[src/rtl/spi3w_reg_responder.sv]
// 3-wire SPI responder (CPOL=0, MSB first, 16-bit header, streaming data) backed by
// an 8-bit register file, oversampled in the clk_20 domain with a fabric read port.
module spi3w_reg_responder #(
    parameter int REG_ADDR_W  = 7,
    parameter int SYNC_STAGES = 2
) (
    input  logic                  clk_20,
    input  logic                  rst,
    input  logic                  spi_sclk,
    input  logic                  spi_cs_n,
    input  logic                  spi_sdi,
    output logic                  spi_sdo,
    output logic                  spi_sdo_oe,
    input  logic [REG_ADDR_W-1:0] i_host_raddr,
    output logic [7:0]            o_host_rdata,
    output logic                  o_wr_strb,
    output logic [12:0]           o_wr_addr,
    output logic [7:0]            o_wr_data,
    output logic                  o_frame_done,
    output logic                  o_frame_err
);

    localparam logic [1:0] ST_WAIT_CS = 2'd0;
    localparam logic [1:0] ST_IDLE    = 2'd1;
    localparam logic [1:0] ST_HDR     = 2'd2;
    localparam logic [1:0] ST_DATA    = 2'd3;

    localparam int unsigned DEPTH = 2 ** REG_ADDR_W;

    logic [SYNC_STAGES-1:0] sclk_sync, cs_sync, sdi_sync;
    logic                   sclk_d, cs_d;
    logic                   sclk_s, cs_s, sdi_s;
    logic                   sclk_rise, sclk_fall, cs_rise, cs_fall;

    logic [7:0]  mem [DEPTH];
    logic [1:0]  state;
    logic [14:0] hdr_sr;
    logic [4:0]  bit_cnt;
    logic        rw;
    logic [12:0] addr;
    logic [7:0]  sh;
    logic        byte_ok;
    logic        wr_pend;

    logic [12:0] hdr_addr, next_addr;
    logic [7:0]  hdr_rd, next_rd;

    // Sync chains reset low so cs_n must genuinely be seen high before a frame can start.
    always_ff @(posedge clk_20 or posedge rst) begin
        if (rst) begin
            sclk_sync <= '0;
            cs_sync   <= '0;
            sdi_sync  <= '0;
            sclk_d    <= 1'b0;
            cs_d      <= 1'b0;
        end else begin
            sclk_sync <= {sclk_sync[SYNC_STAGES-2:0], spi_sclk};
            cs_sync   <= {cs_sync[SYNC_STAGES-2:0], spi_cs_n};
            sdi_sync  <= {sdi_sync[SYNC_STAGES-2:0], spi_sdi};
            sclk_d    <= sclk_s;
            cs_d      <= cs_s;
        end
    end

    assign sclk_s    = sclk_sync[SYNC_STAGES-1];
    assign cs_s      = cs_sync[SYNC_STAGES-1];
    assign sdi_s     = sdi_sync[SYNC_STAGES-1];
    assign sclk_rise = sclk_s & ~sclk_d;
    assign sclk_fall = ~sclk_s & sclk_d;
    assign cs_rise   = cs_s & ~cs_d;
    assign cs_fall   = ~cs_s & cs_d;

    assign hdr_addr  = {hdr_sr[11:0], sdi_s};
    assign next_addr = addr - 13'd1;
    assign hdr_rd    = ((hdr_addr >> REG_ADDR_W) == '0) ? mem[hdr_addr[REG_ADDR_W-1:0]] : '0;
    assign next_rd   = ((next_addr >> REG_ADDR_W) == '0) ? mem[next_addr[REG_ADDR_W-1:0]] : '0;

    always_ff @(posedge clk_20 or posedge rst) begin
        if (rst) begin
            for (int unsigned i = 0; i < DEPTH; i++) mem[i[REG_ADDR_W-1:0]] <= '0;
            state        <= ST_WAIT_CS;
            hdr_sr       <= '0;
            bit_cnt      <= '0;
            rw           <= 1'b0;
            addr         <= '0;
            sh           <= '0;
            byte_ok      <= 1'b0;
            wr_pend      <= 1'b0;
            spi_sdo      <= 1'b0;
            spi_sdo_oe   <= 1'b0;
            o_host_rdata <= '0;
            o_wr_strb    <= 1'b0;
            o_wr_addr    <= '0;
            o_wr_data    <= '0;
            o_frame_done <= 1'b0;
            o_frame_err  <= 1'b0;
        end else begin
            o_wr_strb    <= 1'b0;
            o_frame_done <= 1'b0;
            o_frame_err  <= 1'b0;
            o_host_rdata <= mem[i_host_raddr];

            // cs_n release outranks any sclk edge detected in the same cycle.
            if (cs_rise && (state == ST_HDR || state == ST_DATA)) begin
                spi_sdo_oe <= 1'b0;
                spi_sdo    <= 1'b0;
                wr_pend    <= 1'b0;
                bit_cnt    <= '0;
                state      <= ST_IDLE;
                if (byte_ok && bit_cnt == 5'd0) o_frame_done <= 1'b1;
                else                            o_frame_err  <= 1'b1;
            end else begin
                case (state)
                    ST_WAIT_CS: if (cs_s) state <= ST_IDLE;
                    ST_IDLE: begin
                        bit_cnt <= '0;
                        byte_ok <= 1'b0;
                        if (cs_fall) state <= ST_HDR;
                    end
                    ST_HDR: if (sclk_rise) begin
                        hdr_sr <= {hdr_sr[13:0], sdi_s};
                        if (bit_cnt == 5'd15) begin
                            rw      <= hdr_sr[14];
                            addr    <= hdr_addr;
                            sh      <= hdr_rd;
                            bit_cnt <= '0;
                            state   <= ST_DATA;
                        end else begin
                            bit_cnt <= bit_cnt + 5'd1;
                        end
                    end
                    default: begin
                        if (wr_pend) begin
                            if ((addr >> REG_ADDR_W) == '0) mem[addr[REG_ADDR_W-1:0]] <= sh;
                            o_wr_strb <= 1'b1;
                            o_wr_addr <= addr;
                            o_wr_data <= sh;
                            addr      <= next_addr;
                            bit_cnt   <= '0;
                            byte_ok   <= 1'b1;
                            wr_pend   <= 1'b0;
                        end else if (rw) begin
                            if (sclk_fall) begin
                                spi_sdo_oe <= 1'b1;
                                spi_sdo    <= sh[7];
                                sh         <= {sh[6:0], 1'b0};
                            end else if (sclk_rise) begin
                                if (bit_cnt == 5'd7) begin
                                    sh      <= next_rd;
                                    addr    <= next_addr;
                                    bit_cnt <= '0;
                                    byte_ok <= 1'b1;
                                end else begin
                                    bit_cnt <= bit_cnt + 5'd1;
                                end
                            end
                        end else if (sclk_rise) begin
                            sh      <= {sh[6:0], sdi_s};
                            bit_cnt <= bit_cnt + 5'd1;
                            if (bit_cnt == 5'd7) wr_pend <= 1'b1;
                        end
                    end
                endcase
            end
        end
    end

endmodule

[config.mk]
export PLATFORM = sky130hd
export DESIGN_NAME = spi3w_reg_responder
export DESIGN_NICKNAME = d
export VERILOG_FILES = /design/src/rtl/spi3w_reg_responder.sv
export SDC_FILE = /design/constraint.sdc
export NUM_CORES = 2
export LEC_CHECK = 0
export BUFFER_PORTS_ARGS = -buffer_cell sky130_fd_sc_hd__buf_2
export CORE_MARGIN = 1
export CORE_UTILIZATION = 50
export CTS_CLUSTER_DIAMETER = 60
export DETAILED_ROUTE_END_ITERATION = 8
export PLACE_DENSITY = 0.65
export SYNTH_ARGS = -nofsm -noshare
export SYNTH_HDL_FRONTEND = slang
export SYNTH_SLANG_ARGS = --single-unit
[constraint.sdc]
create_clock -name clk_20 -period 40.3 [get_ports clk_20]
set_input_delay 0 -clock clk_20 [delete_from_list [all_inputs] [get_ports clk_20]]
set_output_delay 0 -clock clk_20 [all_outputs]
set_load 0.03 [all_outputs]
==> out/results.txt <==
Yosys top cell by area = dfrtp_1
#FFs+latches synth = 1112
drt first-iter violations = 6540
fin. max-slew vios = 0
total number of vias = 47110
Inst Count DP = 6066
Unique masters post-synth = 84
core area = 133800 um2
type of origin of the critical path = flip-flop
Root Buffer = clkbuf_16
RSZ-0062 raised after global routing = no
clock-pin slew on the worst setup and hold paths = 0.06 ns
First-pass DRT Iterations = 9
Tightest Pin Transition = 1.407 ns
Routed Antenna Nets = 0
Worst-Skew Late Latency = 0.80 ns
Fin Clk Skew = 0.03061 ns
Final Hold Fails = 0
CTS Buf Count = 135
Post-Layout Cell Count = 6328
IO Pins = 46
CP Cell Sequence = inv_1 -> ha_4 -> buf_4 -> buf_12 -> buf_4 -> nor2_2 -> buf_4 -> a32oi_1 -> a31oi_1 -> a211o_1 -> a2111oi_0 -> a21oi_1 -> a221oi_1
gr ovfl total = 0
Total Routing Usage GR = 36.20%
Mean Syn Cell Area = 14.77 um2
Critical Path Sink Type = flip-flop
area occupied by multi-input gates = 37890 um2
Mapped Nets = 4597
Syn Std Cell Area = 67520 um2
post_cts resized = 0
worst reg-to-reg path cell count = 13
status = complete, but fails checks
site row count = 134
register area share after synthesis = 41.21%
Leakage Power = 31.83 nW
Port Buf Inserts = 45
cell mode on critical path = buf_4
Fmax = 0.1456 GHz
sequential cell area = 27880 um2
antenna violations before repair = 15
top cell type's share of synthesized area = 41.21%
Mapped Cells = 4572
H-Tree Depth = 4
share of post-route cells with drive strength above 1 = 52.85%
commonest non-fill, non-tap cell in the layout = dfrtp_1
number of global-route vias before repair = 45640
slowest CP cell = dfrtp_4
layout filler cell count = 10790
residual DRC count = 10
synth top area cells = dfrtp_1 41%, mux4_2 28%, mux2_2 18%
design area = 73830 um2
CP max stage delay = 0.95 ns
worst-path fanout max = 98
Primary FF master, synth = dfrtp_1
Final Power = 3.877 mW
Min-Delay Path Class = input port to flip-flop
Min-Delay Path Depth = 3
Post-synth EDFFs = 0
peak supply drop = 66.89 uV
dpl hpwl = 160800 um
final worst path period share = 17.04%
WL/cell = 38.51 um
worst path arrival time = 7.56 ns
Avg Vias per Cell = 7.445
Post-CTS Setup Bufs = 0
Yosys warnings = 0
Die H = 369.5 um
first-pass GRT wire length = 351200 um
Final setup viols = 0
Longest Clk Path Bufs = 3
Post-Route WL = 243700 um
commonest cells after routing, fill and taps aside = 1097 x dfrtp_1, 1063 x mux2_2, 840 x mux4_2
CTS tree = built
failing checks = DRC
Die W = 369.5 um
asr flop ratio synth = 100.0%
Max Cap Violations = 0
die area = 136500 um2
setup TNS = 0 ns
Max transition margin = 5.669%
Area after DPL = 69100 um2
Req. time, crit path = 41.00 ns
kind of critical path = flip-flop to flip-flop
Final GP Congestion = 1.036
min cycle time layout = 6.867 ns
nets = 4471
clock tree sinks = 1112
Pwr Density = 52.50 nW/um2
Starting Density = 50.47%
Area growth, synth to finish = 9.349%
largest net degree at the start of global routing = 153
final hold slack = 0.1543 ns
-- synth_stat cells, types with 7 or more instances --
cell and number:
o21ai_0 43, mux2_1 7, nor3_1 25, or3_1 8, a31oi_1 31, nor2b_1 22, dfrtp_1 1112, nand4_1 18
clkbuf_1 242, a221oi_1 18, nand2b_1 14, and2_1 12, a21oi_1 61, o22ai_1 17, inv_1 19, nand3_1 74
a22oi_1 38, buf_2 102, mux2_2 1063, mux2i_1 99, mux4_2 840, nand2_2 9, nor2_1 88, buf_4 25
buf_1 41, a32oi_1 23, a22o_1 10, nand2_1 275, a211oi_1 10, nor2_2 80, ha_1 13, and3_1 11
-- cell type report --
class	instances	share of cell area, %
multi-input combinational	3024	51.31
sequential	1112	37.75
clock buffer	195	5.377
tap	1768	2.996
timing repair buffer	153	1.564
clock inverter	50	0.8659
inverter	20	0.1118
antenna	6	0.02034
-- through the flow --
step           setup slack, ns  util (%)
6_report                 33.43     55.19
5_1_grt                  33.30     55.17
4_1_cts                  33.61     55.17
3_5_place_dp             33.61     51.65
3_3_place_gp             33.61     51.65
2_1_floorplan            8.988         -
-- report_power, final --
| group | internal, mW | switching [mW] |
|---|---|---|
| registers | 1.13 | 0.129 |
| clock network | 0.763 | 0.509 |
| logic | 0.371 | 0.971 |
| total | 2.27 | 1.61 |
-- worst paths after layout --
path / startpoint / to / slack [ns]
worst max-delay path: addr[0]$_DFFE_PP0P_ / sh[5]$_DFFE_PP0P_ / 33.43
worst min-delay path: i_host_raddr[3] / o_host_rdata[2]$_DFF_PP0_ / 0.15
worst max register to register: addr[0]$_DFFE_PP0P_ / sh[5]$_DFFE_PP0P_ / 33.43
worst min register to register: cs_sync[0]$_DFF_PP0_ / cs_sync[1]$_DFF_PP0_ / 0.37
max in group asynchronous: rst / mem[984]$_DFFE_PP0P_ / 35.74
min in group asynchronous: rst / mem[3]$_DFFE_PP0P_ / 0.52
-- repair_timing --
| item | 4_1_cts | 5_1_grt |
|---|---|---|
| hold buffers | 11 | 0 |
| endpoints found under the hold margin | 115 | 0 |
| endpoints found under the setup margin | 0 | 0 |
-- per-layer routing --
layer	wire, um	track usage, %	vias up	share of wire [%]
met3	30790	12.39	651	13
met1	94020	50.31	25330	39
met5	88	0	-	0.036
met2	104600	50.41	3184	43
met4	14200	18.32	12	5.8
li1	-	-	17940	-
-- registers in the layout, indices dropped and copies added, names as in the netlist, 2 cells and up --
register,flops
state,2
cs_sync,2
addr,13
o_wr_data,8
o_wr_addr,13
mem,1024
sclk_sync,2
bit_cnt,5
sh,8
hdr_sr,15
o_host_rdata,8
sdi_sync,2
-- cell families after synthesis --
| group | count (synthesis) | share of synthesized area [%] |
|---|---|---|
| AOI/OAI and AO/OA | 315 | 3.239 |
| xor gates and xnor gates | 6 | 0.07783 |
| adders and majority gates | 13 | 0.2409 |
| buffers and inverters | 436 | 2.818 |
| DFF | 1112 | 41.21 |
| muxes | 2012 | 47.45 |
| and+or+nand+nor | 678 | 4.966 |
-- worst max-delay path, delay by kind of cell, from the launching register on --
family                   cells  cell delay [ns]
buffers and inverters        5             2.64
AO/OA/AOI/OAI                6             1.99
flip-flops                   1             0.95
adder cells (fa/ha/maj)      1             0.85
AND/OR/NAND/NOR              1             0.10
No activity file was read; power rests on OpenSTA's default activity.
